File: src/rtl/uart_pkg.sv
// uart_pkg: shared UART transmitter state encoding, default register map and parity helper.
// The PARITY state only exists when UART_TX_PARITY_EN is defined.
package uart_pkg;

    localparam logic [31:0] TX_ADDR_DEF   = 32'h0000_0100;
    localparam logic [31:0] CTRL_ADDR_DEF = 32'h0000_0104;

    typedef enum logic [2:0] {
        IDLE,
        START,
        DATA,
`ifdef UART_TX_PARITY_EN
        PARITY,
`endif
        STOP
    } uart_state_t;

    function automatic logic even_parity(input logic [7:0] d);
        return ^d;
    endfunction

endpackage

File: src/rtl/sync_fifo.sv
// sync_fifo: single-clock FIFO with wrapping pointers; a push while full is taken
// only when a pop retires an entry on the same edge.
module sync_fifo #(
    parameter int DEPTH = 8,
    parameter int WIDTH = 8
) (
    input  logic                     clk,
    input  logic                     reset,
    input  logic                     push,
    input  logic                     pop,
    input  logic [WIDTH-1:0]         din,
    output logic [WIDTH-1:0]         dout,
    output logic                     full,
    output logic                     empty,
    output logic [$clog2(DEPTH):0]   count
);

    localparam int AW = $clog2(DEPTH);

    logic [WIDTH-1:0] mem [DEPTH];
    logic [AW-1:0]    wptr;
    logic [AW-1:0]    rptr;
    logic             wr;
    logic             rd;

    assign rd    = pop && !empty;
    assign wr    = push && (!full || rd);
    assign full  = count == (AW+1)'(DEPTH);
    assign empty = count == '0;
    assign dout  = mem[rptr];

    always_ff @(posedge clk or negedge reset) begin
        if (!reset) begin
            wptr  <= '0;
            rptr  <= '0;
            count <= '0;
        end else begin
            if (wr) wptr <= wptr + AW'(1);
            if (rd) rptr <= rptr + AW'(1);
            count <= count + (AW+1)'(wr) - (AW+1)'(rd);
        end
    end

    always_ff @(posedge clk) begin
        if (wr) mem[wptr] <= din;
    end

endmodule

File: src/rtl/mmio_uart_tx.sv
// mmio_uart_tx: memory-mapped 8N1 UART transmitter fed by a store-driven FIFO.
// Define UART_TX_PARITY_EN to insert an even-parity bit (8E1 frame).
module mmio_uart_tx
    import uart_pkg::*;
#(
    parameter int          CLKS_PER_BIT = 16,
    parameter int          FIFO_DEPTH   = 8,
    parameter logic [31:0] TX_ADDR      = TX_ADDR_DEF,
    parameter logic [31:0] CTRL_ADDR    = CTRL_ADDR_DEF
) (
    input  logic        clk,
    input  logic        reset,
    input  logic        MemWrite,
    input  logic [31:0] DataAdr,
    input  logic [31:0] WriteData,
    output logic        tx,
    output logic        busy,
    output logic        full,
    output logic        overflow,
    output logic [31:0] status
);

    localparam int            CW     = $clog2(CLKS_PER_BIT);
    localparam logic [CW-1:0] RELOAD = CW'(CLKS_PER_BIT - 1);

    uart_state_t                 state, state_n;
    logic [CW-1:0]               cnt, cnt_n;
    logic [2:0]                  idx, idx_n;
    logic [7:0]                  sh, sh_n;
    logic                        tx_n;
    logic                        ovf_n;
    logic                        tick;
    logic                        load;
    logic                        pop;
    logic                        push;
    logic                        wr_hit;
    logic                        clr_hit;
    logic                        empty;
    logic [7:0]                  dout;
    logic [$clog2(FIFO_DEPTH):0] count;
    logic                        unused_hi;
`ifdef UART_TX_PARITY_EN
    logic                        par, par_n;
`endif

    assign wr_hit    = MemWrite && DataAdr == TX_ADDR;
    assign clr_hit   = MemWrite && DataAdr == CTRL_ADDR && WriteData[0];
    assign push      = wr_hit && (!full || pop);
    assign ovf_n     = (wr_hit && !push) || (overflow && !clr_hit);
    assign tick      = cnt == '0;
    assign load      = !empty && (state == IDLE || (state == STOP && tick));
    assign busy      = state != IDLE || count != '0;
    assign status    = {29'b0, overflow, full, busy};
    assign unused_hi = ^WriteData[31:8];

    sync_fifo #(.DEPTH(FIFO_DEPTH), .WIDTH(8)) u_fifo (
        .clk   (clk),
        .reset (reset),
        .push  (push),
        .pop   (pop),
        .din   (WriteData[7:0]),
        .dout  (dout),
        .full  (full),
        .empty (empty),
        .count (count)
    );

    always_ff @(posedge clk or negedge reset) begin
        if (!reset) begin
            state    <= IDLE;
            cnt      <= '0;
            idx      <= '0;
            sh       <= '0;
            tx       <= 1'b1;
            overflow <= 1'b0;
`ifdef UART_TX_PARITY_EN
            par      <= 1'b0;
`endif
        end else begin
            state    <= state_n;
            cnt      <= cnt_n;
            idx      <= idx_n;
            sh       <= sh_n;
            tx       <= tx_n;
            overflow <= ovf_n;
`ifdef UART_TX_PARITY_EN
            par      <= par_n;
`endif
        end
    end

    // tx_n is the value for the bit that starts at the next edge, so tx stays a plain flop
    always_comb begin
        state_n = state;
        cnt_n   = tick ? RELOAD : cnt - CW'(1);
        idx_n   = idx;
        sh_n    = sh;
        tx_n    = tx;
        pop     = 1'b0;
`ifdef UART_TX_PARITY_EN
        par_n   = par;
`endif
        case (state)
            IDLE: begin
                cnt_n = RELOAD;
                tx_n  = 1'b1;
            end
            START: begin
                if (tick) begin
                    state_n = DATA;
                    idx_n   = 3'd0;
                    tx_n    = sh[0];
                end
            end
            DATA: begin
                if (tick && idx == 3'd7) begin
`ifdef UART_TX_PARITY_EN
                    state_n = PARITY;
                    tx_n    = par;
`else
                    state_n = STOP;
                    tx_n    = 1'b1;
`endif
                end else if (tick) begin
                    idx_n = idx + 3'd1;
                    sh_n  = {1'b0, sh[7:1]};
                    tx_n  = sh[1];
                end
            end
`ifdef UART_TX_PARITY_EN
            PARITY: begin
                if (tick) begin
                    state_n = STOP;
                    tx_n    = 1'b1;
                end
            end
`endif
            STOP: begin
                if (tick) begin
                    state_n = IDLE;
                    tx_n    = 1'b1;
                end
            end
            default: begin
                state_n = IDLE;
                tx_n    = 1'b1;
            end
        endcase
        if (load) begin
            pop     = 1'b1;
            state_n = START;
            cnt_n   = RELOAD;
            sh_n    = dout;
            tx_n    = 1'b0;
`ifdef UART_TX_PARITY_EN
            par_n   = even_parity(dout);
`endif
        end
    end

endmodule

File: config.mk
export PLATFORM = sky130hd
export DESIGN_NAME = mmio_uart_tx
export DESIGN_NICKNAME = d
export VERILOG_FILES = /design/src/rtl/uart_pkg.sv /design/src/rtl/sync_fifo.sv /design/src/rtl/mmio_uart_tx.sv
export SDC_FILE = /design/constraint.sdc
export NUM_CORES = 1
export LEC_CHECK = 0
export ABC_AREA = 0
export ABC_CLOCK_PERIOD_IN_PS = 6500
export CORE_MARGIN = 2
export CORE_UTILIZATION = 40
export CTS_CLUSTER_SIZE = 8
export DETAILED_ROUTE_END_ITERATION = 6
export PLACE_DENSITY = 0.74
export SLEW_MARGIN = 20
export SYNTH_ARGS = -nofsm -noshare
export SYNTH_HDL_FRONTEND = slang
export SYNTH_SLANG_ARGS = --single-unit
export TNS_END_PERCENT = 10
File: constraint.sdc
create_clock -name clk -period 6.5 [get_ports clk]
set_input_delay 1.3 -clock clk [delete_from_list [all_inputs] [get_ports clk]]
set_output_delay 1.3 -clock clk [all_outputs]
set_load 0.02 [all_outputs]
# [Word-level counts from Yosys, hierarchy flattened]
# Memory sizes are Yosys's and may differ from the RTL's.
# Cells that the tools add are included.
[op_classes] add_sub_neg=6 multipliers=0 n_div=0 magnitude_cmp=0 n_eq_ne=16 shifts=0 muxes=24 n_bitwise=0 n_reduce_logical=32
[ops] op="$eq 32x9->1 const B" count=2
[ops] op="$mux 8" count=4
[ops] op="$mux 3" count=6
[ops] op="$mux 4" count=3
[ops] op="$pmux 3 s4" count=1
[ops] op="$logic_and 1x1->1" count=11
[ops] op="$ne 2x2->1 const B" count=5
[ops] op="$add 3x1->3 const B" count=3
[ops] op="$ne 3x3->1 const B" count=3
[ops] op="$logic_not 4->1" count=2
[ops] op="$mux 1" count=8
[ops] op="$reduce_and 4->1" count=2
[ops] op="$eq 3x2->1 const B" count=2
[ops] op="$pmux 3 s2" count=1
[ops] op="$reduce_and 3->1" count=2
[ops] op="$reduce_bool 2->1" count=3
[ops] op="$logic_or 1x1->1" count=5
[ops] op="$add 4x1->4" count=1
[ops] op="$eq 4x4->1 const B" count=1
[ops] op="$logic_not 1->1" count=4
[ops] op="$ne 4x4->1 const B" count=1
[ops] op="$reduce_bool 4->1" count=1
[ops] op="$sub 4x1->4" count=1
[ops] op="$sub 4x1->4 const B" count=1
[ops] op="other kinds (5)" count=5
[totals] reg_bits=30 latchBits=0 mem_bits_rw=64 romBits=0 in_bits=67 out_inout_bits=36 wordCells=88 mem_count=1
[mem_list] memory="u_fifo.mem" depth=8 word_bits=8 read_ports=1 rd_clocked_by_memory_dff=0 wr=1 line_no="sync_fifo.sv:20" text="logic [WIDTH-1:0] mem [DEPTH];"

# [Logic depth before layout (Yosys ltp)]
[depth] word_depth=10 ltp_mapped=12

# [Modules after synthesis]
# From an unflattened synthesis, not the netlist that was laid out.
[unflattened] cells_unflattened=308 area_unflattened_um2=4500.6
[by_module_without_submodules] mod="sync_fifo" instances=1 cells_per_inst=153 area_per_inst_um2=3093.0 seq_area_each_um2=2172.1
[by_module_without_submodules] mod="mmio_uart_tx" instances=1 cells_per_inst=155 area_per_inst_um2=1407.6 seq_area_each_um2=476.7

# [Least setup slack after synthesis]
# OpenSTA, ideal clock, no wires.
[synth_path] path_kind="input-to-reg" start="input DataAdr[1]" end="memory u_fifo.mem[0][0] (enable)" setup_time_ns=0.395 arrival_ns=3.281 required_ns=6.105 path_slack_ns=2.824 path_stages=5 n_path_buf=1 cell_sequence="nor4b_1 > nand4_1 > or4_4 > buf_6 > nor4_1"
[synth_via] elab_chain_cells=6
[synth_rtl] element="from (decl)" line_no="mmio_uart_tx.sv:14" text="input logic [31:0] DataAdr,"
[synth_rtl] element="$eq 32x9->1" line_no="mmio_uart_tx.sv:46" text="assign wr_hit = MemWrite && DataAdr == TX_ADDR;"
[synth_rtl] element="$logic_and 1x1->1" line_no="mmio_uart_tx.sv:46"
[synth_rtl] element="$logic_and 1x1->1" line_no="mmio_uart_tx.sv:48" text="assign push = wr_hit && (!full || pop);"
[synth_rtl] element="$logic_and 1x1->1" line_no="sync_fifo.sv:27" text="assign wr = push && (!full || rd);"
[synth_rtl] element="$mux 1" line_no="sync_fifo.sv:45" text="if (wr) mem[wptr] <= din;"
[synth_rtl] element="$mux 1 (not written as such)" line_no="sync_fifo.sv:45"
[synth_rtl] element="to (decl)" line_no="sync_fifo.sv:20"
# No other way between the ends.

# [Worst setup path after layout]
[layout_path] start="input DataAdr[0]" end="memory u_fifo.mem[5][7] (enable)"
# The elaborated chain is that of the path after synthesis.

==> key figures <==
Setup path
  – CP Capture Type: register
  – Critical path arrival: 3.84 ns
  – Crit-path cells: clkdlybuf4s50_1 -> nor4b_1 -> nand4_1 -> or4_4 -> nor4b_2 -> buf_4
  – Worst Reg-to-Reg Cells: 7
  – Start point of the critical path: DataAdr[0]
  – Max stage delay cell, worst path: or4_4
  – Reg-to-Reg Start: cnt[0]
  – Crit Path Max Fanout: 11
  – Worst Setup EP: u_fifo.mem[5][7]
  – Kind of critical path: in -> reg
  – CP startpoint kind: primary input
  – CP peak stage delay: 0.67 ns
  – RR Endpoint: u_fifo.mem[5][7]
  – WP data required: 6.57 ns
  – R2R setup slack: 3.17 ns

STA
  – Fin Clk Skew: 0.01597 ns
  – RSZ-0062 raised after global routing: false
  – Final Setup Violations: 0
  – Max-slew violation count: 0
  – Worst slew pin tran: 0.9695 ns
  – Rel. slew slack: 0.3502
  – Fmax: 265.1 MHz
  – Setup tns final: 0 ns
  – Period utilization: 0.5802
  – Final worst setup slack: 2.728 ns
  – Fin crit period: 3.772 ns
  – Final hold vios: 0

Floorplan
  – Chip width: 109.1 um
  – Die Height: 109.1 um
  – # rows: 38
  – Die ar.: 0.01189 mm2
  – I/O pin count: 103
  – Core Region: 0.01079 mm2
  – Initial Utilization: 0.4090

Yosys
  – Library cells used by synthesis: 47
  – Commonest cells in the netlist: 64 x edfxtp_1, 32 x buf_4, 28 x dfrtp_1
  – Sequential cell area fraction in the yosys report: 0.6001
  – Mapped Cells: 292
  – Avg Inst Size Synth: 15.12 um2
  – EDFF count, synth: 64
  – Cell accounting for the most synthesized area: edfxtp_1
  – Area contributors post-synth: edfxtp_1 44%, dfrtp_1 16%, mux4_2 8.2%, mux2_2 5.6%, buf_4 5.4%
  – Top FF cell, synth: edfxtp_1
  – Cell area after synthesis: 0.004414 mm2
  – Synth Register Bits: 93
  – Cell with the most instances after synthesis: edfxtp_1
  – Yosys Warn Count: 0
  – Top-area cell type share of the netlist area: 0.4354
  – Share of flip-flops with an asynchronous set or reset: 0.3118

GRT
  – GRT Resource Usage Total: 0.1386
  – First-pass GRT wire length: 12.15 mm
  – Aggregate global routing overflow: 0
  – Largest net degree at the start of global routing: 30
  – Initial antenna violation count: 0
  – Vias in the first global route: 2425

Cells and area
  – Post-layout util: 0.4780
  – Antenna diodes: 0
  – Final #Nets: 429
  – Layout cells sized above 1: 0.2000
  – Area growth, synth to finish: 16.87%

Clocking
  – Reg clk slew, reported paths: 0.09 ns
  – # resized after CTS: 0
  – CTS Buf Count: 9
  – Clock latency on the worst-skew pair: 0.36 ns
  – Hold buffer count at cts: 0
  – Clk root buf: clkbuf_8
  – H-tree levels: 3
  – CTS sink cnt: 93
  – Maximum clock path buffer count: 2
  – CTS tree: built
  – Setup repair bufs after CTS: 0

Outcome
  – Status: finished clean

Flow run
  – Maximum Capacitance Violations: 0

Power and ir drop
  – Worst vdd ir: 0.0001944 V
  – Tot Pwr: 1.058 mW
  – PwrDens: 205.1 mW/mm2
  – Leakage power: 1.908 nW

Route
  – Routed Antenna Nets: 0
  – Initial DRC count: 137
  – Vias: 2458
  – Wirelength, routed: 7.718 mm
  – Vias/cell: 5.016
  – Initial DRT Pass Iterations: 4
  – DRC: 0
  – Wire per inst: 15.75 um

Placed design
  – Final HPWL DP: 5.410 mm
  – Gpl congestion: 0.8176
  – Post-placement setup slack: 2.317 ns
  – Port bufs: 49

Worst hold path
  – Hold/Removal Path Class: reg -> reg
  – Worst hold path startpoint: sh[7]
==> power breakdown <==
| group | internal [mW] | switching, mW |
|---|---|---|
| clock network | 0.153 | 0.222 |
| registers | 0.633 | 0.000000123 |
| logic | 0.0232 | 0.0265 |
| total | 0.810 | 0.248 |
==> how the worst min path moves through the flow <==
stage                  to  cells after the start  slack [ns]
floorplan           sh[7]                      1        0.45
global placement    sh[7]                      1        0.48
detailed placement  sh[7]                      1        0.48
CTS                 sh[7]                      1        0.50
global route        sh[7]                      1        0.53
finish              sh[7]                      1        0.50
==> area by class of cell <==
| type | count | area, um2 |
|---|---|---|
| Timing Repair Buffer | 55 | 535.5 |
| Sequential cell | 93 | 2650 |
| Clock inverter | 7 | 80.08 |
| Multi-Input combinational cell | 169 | 1530 |
| Clock buffer | 9 | 123.9 |
| Fill cell | 919 | 5634 |
| Inverter | 17 | 63.81 |
| Tap cell | 140 | 175.2 |
==> layout by cell type (no fill, tap or decap), types with 9 or more instances in the layout <==
cell / n
clkbuf_8: 9
clkdlybuf4s50_1: 49
conb_1: 29
dfrtp_1: 27
edfxtp_1: 64
ha_1: 16
inv_1: 17
mux2_2: 22
mux4_2: 16
nand2_1: 13
nor4_1: 9
==> per-stage QoR <==
step	area (um2)	instances	hold slack (ns)
4_1_cts	5157	490	0.5017
3_3_place_gp	4954	474	0.4759
3_5_place_dp	4954	474	0.4763
2_1_floorplan	4519	320	0.4523
5_1_grt	5159	490	0.5261
6_report	5159	490	0.4997
==> worst max-delay path: cells and delay by family <==
kind,cells,cell delay [ns]
buffers and inverters,2,0.69
and+or+nand+nor,4,1.85
==> kinds of logic (layout without fill, tap and decap cells) <==
family	after synthesis	count (layout)	share of synthesized area
buffers and inverters	58	88	0.07937
multiplexers	41	41	0.1446
XOR/XNOR	7	7	0.01389
other	1	29	0.0008495
AND/OR/NAND/NOR	51	51	0.07455
adder cells (fa/ha/maj)	17	17	0.04989
AO/OA/AOI/OAI	24	24	0.03685
flip-flops	93	93	0.6001
==> routing by layer <==
layer / track usage / vias up / share of wire
met5: 0 / - / 0
met4: 0.05220 / 0 / 0.015
met3: 0.02510 / 8 / 0.041
met2: 0.2551 / 61 / 0.55
met1: 0.1594 / 1237 / 0.39
li1: - / 1152 / -
==> registers in the layout, indices dropped and copies added (netlist names) <==
signal / flops
u_fifo.wptr: 3
u_fifo.mem: 64
cnt: 4
state: 2
tx: 1
u_fifo.count: 4
u_fifo.rptr: 3
sh: 8
idx: 3
overflow: 1
(Power assumes the default switching activity.)
